**config.mk**
```make
export PLATFORM = sky130hd
export DESIGN_NAME = ma_dbreak_flat
export DESIGN_NICKNAME = d
export VERILOG_FILES = /design/src/rtl/ma_dbreak_if.sv /design/src/rtl/ma_dbreak.sv /design/src/flat_wrapper.sv
export SDC_FILE = /design/constraint.sdc
export NUM_CORES = 1
export LEC_CHECK = 0
export ABC_AREA = 1
export CAP_MARGIN = 20
export CORE_ASPECT_RATIO = 0.5
export CORE_MARGIN = 2
export CORE_UTILIZATION = 38
export DETAILED_ROUTE_END_ITERATION = 8
export PLACE_DENSITY_LB_ADDON = 0.15
export SYNTH_ARGS = -nofsm -noshare
export SYNTH_HDL_FRONTEND = slang
export SYNTH_SLANG_ARGS = --single-unit
```
**constraint.sdc**
```tcl
create_clock -name clk -period 1.1 [get_ports clk]
set_input_delay 0.11 -clock clk [delete_from_list [all_inputs] [get_ports clk]]
set_output_delay 0.11 -clock clk [all_outputs]
set_load 0.02 [all_outputs]
```
**src/rtl/ma_dbreak_if.sv**
```systemverilog
// rtl/ma_dbreak_if.sv - channel, CPU break handshake and memory port bundle for ma_dbreak
interface ma_dbreak_if #(
    parameter int NCH = 2,
    parameter int AW  = 15,
    parameter int DW  = 12
);
    logic [NCH-1:0]    ch_req;
    logic [2*NCH-1:0]  ch_op;
    logic [AW*NCH-1:0] ch_addr;
    logic [DW*NCH-1:0] ch_wdata;
    logic [NCH-1:0]    ch_ack;
    logic [DW-1:0]     ch_rdata;
    logic              ch_ovf;
    logic              cpu_brk_req;
    logic              cpu_brk_grant;
    logic              mem_own;
    logic [AW-1:0]     mem_addr;
    logic [DW-1:0]     mem_wdata;
    logic              mem_we;
    logic [DW-1:0]     mem_rdata;

    modport master (
        input  ch_req, ch_op, ch_addr, ch_wdata, cpu_brk_grant, mem_rdata,
        output ch_ack, ch_rdata, ch_ovf, cpu_brk_req, mem_own, mem_addr, mem_wdata, mem_we
    );

    modport slave (
        output ch_req, ch_op, ch_addr, ch_wdata, cpu_brk_grant, mem_rdata,
        input  ch_ack, ch_rdata, ch_ovf, cpu_brk_req, mem_own, mem_addr, mem_wdata, mem_we
    );
endinterface

```
**src/rtl/ma_dbreak.sv**
```systemverilog
// rtl/ma_dbreak.sv - round-robin data-break engine (read/write/increment) for the PDP-8 memory port
module ma_dbreak #(
    parameter int NCH   = 2,
    parameter int AW    = 15,
    parameter int DW    = 12,
    parameter int RDLAT = 1
) (
    input  logic       clk,
    input  logic       reset,
    ma_dbreak_if.master bus
);
    localparam int IW = (NCH > 1) ? $clog2(NCH) : 1;

    typedef enum logic [2:0] {
        S_IDLE,
        S_REQ,
        S_B0,
        S_BW,
        S_B2,
        S_B3
    } state_t;

    state_t          state, state_nx;
    logic [IW-1:0]   rr_ptr;
    logic [IW-1:0]   win_idx;
    logic [IW-1:0]   arb_idx;
    logic            arb_hit;
    logic [1:0]      lat_op;
    logic [AW-1:0]   lat_addr;
    logic [DW-1:0]   lat_wdata;
    logic [DW-1:0]   rdata_q;
    logic            ovf_tmp;
    logic [1:0]      bw_cnt;
    logic            op_wr;
    logic            op_inc;

    assign op_wr  = (lat_op == 2'b01);
    assign op_inc = (lat_op == 2'b10);

    // Scan from the farthest offset down so the nearest requester at/after rr_ptr wins.
    always_comb begin
        int k;
        arb_hit = 1'b0;
        arb_idx = '0;
        k       = 0;
        for (int i = NCH - 1; i >= 0; i--) begin
            k = int'(rr_ptr) + i;
            if (k >= NCH) k = k - NCH;
            if (bus.ch_req[IW'(k)]) begin
                arb_hit = 1'b1;
                arb_idx = IW'(k);
            end
        end
    end

    always_ff @(posedge clk or negedge reset) begin
        if (!reset) begin
            state     <= S_IDLE;
            rr_ptr    <= '0;
            win_idx   <= '0;
            lat_op    <= 2'b00;
            lat_addr  <= '0;
            lat_wdata <= '0;
            rdata_q   <= '0;
            ovf_tmp   <= 1'b0;
            bw_cnt    <= 2'd0;
        end else begin
            state <= state_nx;
            if (state == S_IDLE && arb_hit) begin
                win_idx   <= arb_idx;
                lat_op    <= bus.ch_op[2*arb_idx +: 2];
                lat_addr  <= bus.ch_addr[arb_idx*AW +: AW];
                lat_wdata <= bus.ch_wdata[arb_idx*DW +: DW];
                ovf_tmp   <= 1'b0;
            end
            if (state == S_B0) bw_cnt <= 2'd0;
            if (state == S_BW) bw_cnt <= bw_cnt + 2'd1;
            if (state == S_B2) begin
                rdata_q <= bus.mem_rdata;
                ovf_tmp <= op_inc && (&bus.mem_rdata);
            end
            if (state == S_B3) begin
                rr_ptr <= (win_idx == IW'(NCH - 1)) ? '0 : win_idx + 1'b1;
            end
        end
    end

    always_comb begin
        state_nx = state;
        case (state)
            S_IDLE: if (arb_hit) state_nx = S_REQ;
            S_REQ:  if (bus.cpu_brk_grant) state_nx = S_B0;
            S_B0: begin
                if (op_wr)          state_nx = S_B3;
                else if (RDLAT > 1) state_nx = S_BW;
                else                state_nx = S_B2;
            end
            S_BW:   if (bw_cnt == 2'(RDLAT - 2)) state_nx = S_B2;
            S_B2:   state_nx = S_B3;
            S_B3:   state_nx = S_IDLE;
            default: state_nx = S_IDLE;
        endcase
    end

    // Outputs decode straight from state so an async reset drops the strobe at once.
    always_comb begin
        bus.cpu_brk_req = (state != S_IDLE);
        bus.mem_own     = (state == S_B0) || (state == S_BW) || (state == S_B2);
        bus.mem_addr    = lat_addr;
        bus.mem_wdata   = (state == S_B2) ? bus.mem_rdata + DW'(1) : lat_wdata;
        bus.mem_we      = ((state == S_B0) && op_wr) || ((state == S_B2) && op_inc);
        bus.ch_ack      = (state == S_B3) ? (NCH'(1) << win_idx) : '0;
        bus.ch_ovf      = (state == S_B3) && ovf_tmp;
        bus.ch_rdata    = rdata_q;
    end
endmodule

```
**src/flat_wrapper.sv**
```systemverilog
// flat-port wrapper written by rule: the top's interface ports become plain ports
module ma_dbreak_flat 
#(
    parameter int NCH   = 2,
    parameter int AW    = 15,
    parameter int DW    = 12,
    parameter int RDLAT = 1
)
  (clk, reset, bus_ch_req, bus_ch_op, bus_ch_addr, bus_ch_wdata, bus_cpu_brk_grant, bus_mem_rdata, bus_ch_ack, bus_ch_rdata, bus_ch_ovf, bus_cpu_brk_req, bus_mem_own, bus_mem_addr, bus_mem_wdata, bus_mem_we);
  ma_dbreak_if #(.NCH(NCH), .AW(AW), .DW(DW)) bus_i ();
  input  logic clk;
  input  logic reset;
  input wire logic [$bits(bus_i.ch_req)-1:0] bus_ch_req;
  input wire logic [$bits(bus_i.ch_op)-1:0] bus_ch_op;
  input wire logic [$bits(bus_i.ch_addr)-1:0] bus_ch_addr;
  input wire logic [$bits(bus_i.ch_wdata)-1:0] bus_ch_wdata;
  input wire logic [$bits(bus_i.cpu_brk_grant)-1:0] bus_cpu_brk_grant;
  input wire logic [$bits(bus_i.mem_rdata)-1:0] bus_mem_rdata;
  output wire logic [$bits(bus_i.ch_ack)-1:0] bus_ch_ack;
  output wire logic [$bits(bus_i.ch_rdata)-1:0] bus_ch_rdata;
  output wire logic [$bits(bus_i.ch_ovf)-1:0] bus_ch_ovf;
  output wire logic [$bits(bus_i.cpu_brk_req)-1:0] bus_cpu_brk_req;
  output wire logic [$bits(bus_i.mem_own)-1:0] bus_mem_own;
  output wire logic [$bits(bus_i.mem_addr)-1:0] bus_mem_addr;
  output wire logic [$bits(bus_i.mem_wdata)-1:0] bus_mem_wdata;
  output wire logic [$bits(bus_i.mem_we)-1:0] bus_mem_we;
  assign bus_i.ch_req = bus_ch_req;
  assign bus_i.ch_op = bus_ch_op;
  assign bus_i.ch_addr = bus_ch_addr;
  assign bus_i.ch_wdata = bus_ch_wdata;
  assign bus_i.cpu_brk_grant = bus_cpu_brk_grant;
  assign bus_i.mem_rdata = bus_mem_rdata;
  assign bus_ch_ack = bus_i.ch_ack;
  assign bus_ch_rdata = bus_i.ch_rdata;
  assign bus_ch_ovf = bus_i.ch_ovf;
  assign bus_cpu_brk_req = bus_i.cpu_brk_req;
  assign bus_mem_own = bus_i.mem_own;
  assign bus_mem_addr = bus_i.mem_addr;
  assign bus_mem_wdata = bus_i.mem_wdata;
  assign bus_mem_we = bus_i.mem_we;
  ma_dbreak #(.NCH(NCH), .AW(AW), .DW(DW), .RDLAT(RDLAT)) u_core (.clk(clk), .reset(reset), .bus(bus_i));
endmodule
```
==> metrics.csv <==
stage,metric,value,unit
final_layout,drive_above_1_share,40.1,%
critical_path,critPathLaunchType,flip-flop,
critical_path,r2r-start,u_core.state[0],
critical_path,crit_top_cell,buf_6,
grt,grt_use_met3,6.70,%
placement,dp_hpwl,6.39,mm
grt,busiest_layer,met2,
critical_path,worstPathRequired,990,ps
critical_path,critPathTopFamily,simple AND/OR/NAND/NOR gates,
clock_network,clk_pin_slew_worst_paths,70,ps
critical_path,max_stage_delay,430,ps
power_and_ir_drop,max-vdd-ir-drop,0.983,mV
critical_path,r2r_end,u_core.bus.mem_addr[4],
timing,finalSetupViolCount,67,
timing,slew_headroom,78.0,%
critical_path,cp.arrival,1630,ps
floorplanning,boundaryPins,120,
power_and_ir_drop,pwr_density_cell,2430,nW/um2
grt,grt_usage,23.0,%
timing,fin_skew,6.35,ps
floorplanning,initial_core_util,39.8,%
clock_network,clk_path_buf_depth,2,
timing,fin_crit_sh,158,%
critical_path,r2r_setup_slack,-470,ps
detailed_routing,dr.pass1.iters,5,
clock_network,numClockSinks,49,
timing,worstMarginPinSlew,330,ps
final_layout,final_util,74.8,%
synthesis,yosysWarnings,0,
critical_path,crit_chain,"nor2_4, buf_6, nand2_8, nor2_2, nand3_1, nand3_2, buf_6",
critical_path,cp.depth,7,
grt,grt_pass1_vias,3048,
grt,overflow,0,
timing,fmax,575,MHz
grt,met1_usage,28.6,%
timing,slew_viol_final,0,
critical_path,crit_path_end_kind,output pin,
floorplanning,die_area,7800,um2
job,drv_cap,0,
detailed_routing,wl,9.46,mm
clock_network,htreeDepth,2,
final_layout,final_common_cell,nand2_1,
synthesis,ys_types,26,
detailed_routing,drc_errors,0,
detailed_routing,avgRoutedWirePerCell,14.9,um
final_layout,syn_to_final_growth,88.1,%
final_layout,final_cell_mix,"nand2_1, clkdlybuf4s50_1, buf_4",
timing,rsz0062_at_grt,true,
placement,place.port_buffers,118,
placement,place_congestion,0.833,
critical_path,crit_type,flip-flop to output pin,
outcome,status,"complete, but fails checks",
floorplanning,rows,21,
synthesis,synth.ff_latch_count,49,
synthesis,netlist_area,2690,um2
floorplanning,core_area,6750,um2
grt,antenna_found_initial,0,
critical_path,cp_slowest_cell,dfrtp_1,
detailed_routing,dr_total_vias,3142,
power_and_ir_drop,finalPower,12.3,mW
detailed_routing,ant_nets,0,
clock_network,cts_tree,yes,
timing,fin_ws,-638,ps
power_and_ir_drop,power_leakage,2.43,nW
floorplanning,die_height,63.5,um
detailed_routing,drtIter0Drc,240,
critical_path,reg2reg_depth,9,
hold_path,worstHoldPathType,input pin to async pin,
clock_network,cts-root-buf,clkbuf_16,
final_layout,finalNetCount,620,
placement,dp_slack,-976,ps
critical_path,path_max_fanout,5,
timing,whs,241,ps
synthesis,seq_area_frac_synth,45.6,%
synthesis,netlist_instances,349,
synthesis,synth.avg_cell_area,7.70,um2
grt,grt_max_degree,37,
timing,period_minus_slack,1740,ps
critical_path,startpoint,u_core.state[0],
final_layout,n_antenna_cell,0,
clock_network,clock_latency,290,ps
grt,grt_pass1_wl,14.0,mm
timing,hold_viol_final,0,
outcome,violations,negative setup slack,
floorplanning,die_w,123,um
synthesis,syn_nets,426,
critical_path,crit_end,bus_mem_wdata[11],
critical_path,path_buf_inv,2,
clock_network,cts_made_buffers,5,
grt,met2_usage,38.5,%
final_layout,fillCellCount,453,
detailed_routing,via_per_inst,4.95,
report_power, final:
| group | switching, mW | internal [mW] |
|---|---|---|
| logic | 3.93 | 3.57 |
| clock network | 0.674 | 0.836 |
| registers | 0.611 | 2.66 |
| total | 5.21 | 7.06 |
metrics by stage:
step                TNS, ps  instances  cell area, um2
finish               -26020        635            5050
global route         -29890        635            5050
CTS                  -22470        623            4850
detailed placement   -26840        611            4570
global placement     -25340        611            4570
floorplan             -5290        349            2830
synthesized netlist by cell type:
cell	n	share of area [%]
a21oi_1	2	0.37
a22o_1	1	0.33
buf_2	6	1.1
buf_4	1	0.28
buf_6	5	2.1
clkbuf_1	3	0.42
dfrtp_1	49	46
ha_1	2	0.93
inv_1	22	3.1
inv_2	1	0.14
inv_4	1	0.23
nand2_1	117	16
nand2_2	2	0.47
nand3_1	22	4.1
nand3b_1	1	0.28
nand4_1	1	0.23
nor2_1	39	5.4
nor2_4	1	0.42
nor2_8	1	0.75
nor3_1	2	0.37
o211ai_1	26	7.3
o21a_1	1	0.28
o21ai_0	16	3.0
o31ai_1	1	0.28
or2_2	25	5.8
xor2_1	1	0.33
state kept, by name, indices dropped and copies added, names as in the netlist:
register and cells:
u_core.bus.ch_rdata 12, u_core.bus.mem_addr 15, u_core.bw_cnt 2, u_core.lat_op 2
u_core.lat_wdata 12, u_core.ovf_tmp 1, u_core.rr_ptr 1, u_core.state 3
u_core.win_idx 1
worst min path at each step:
stage                     startpoint                       to  cells after the start
finish                         reset  u_core.bus.mem_addr[13]                      2
global placement               reset  u_core.bus.mem_addr[12]                      1
detailed placement             reset  u_core.bus.mem_addr[13]                      1
floorplan                      reset   u_core.bus.ch_rdata[0]                      0
CTS                            reset  u_core.bus.mem_addr[13]                      2
global route        bus_mem_rdata[1]   u_core.bus.ch_rdata[1]                      4
final cells by class:
cell class | count | area [um2] | area share (%)
multi-input cells | 262 | 1600 | 31.7
inverters | 24 | 115 | 2.28
clock inverters | 1 | 8.76 | 0.173
clock buffers | 6 | 129 | 2.55
repair buffers | 201 | 1860 | 36.7
flip-flops and latches | 49 | 1230 | 24.3
well taps | 92 | 115 | 2.28
per-layer routing:
layer  routed length [um]  vias to the layer above
met5                    0                        -
met4                  240                        0
met3                  720                       27
met2                 4600                      130
met1                 3900                     1463
li1                     -                     1522
repair_timing:
item                                    4_1_cts  5_1_grt
resized for setup                           181       84
cloned                                        1        1
setup buffers                                 3       11
hold endpoints to repair                     13        0
pin swaps                                     5       14
endpoints found under the setup margin       94       85
hold buffers                                  1        0
kinds of logic (layout without fill, tap and decap cells):
kind of cell               Yosys count  in the layout  synth area share [%]
DFF                                 49             49                  45.6
xor gates and xnor gates             1              1                 0.326
AOI/OAI and AO/OA                   47             47                  11.5
and+or+nand+nor                    211            212                  34.2
adders and majority gates            2              2                 0.931
buffers and inverters               39            232                  7.36
worst reg2reg max path, stage by stage, from the launching register on:
cell     delay [ps]
dfrtp_1         430
nor2_4          210
buf_4           150
buf_6           100
nand2_4          60
nor2_8          160
inv_4            80
buf_12          150
nand2_1          60
nand2_1          50
(Power assumes the default switching activity.)
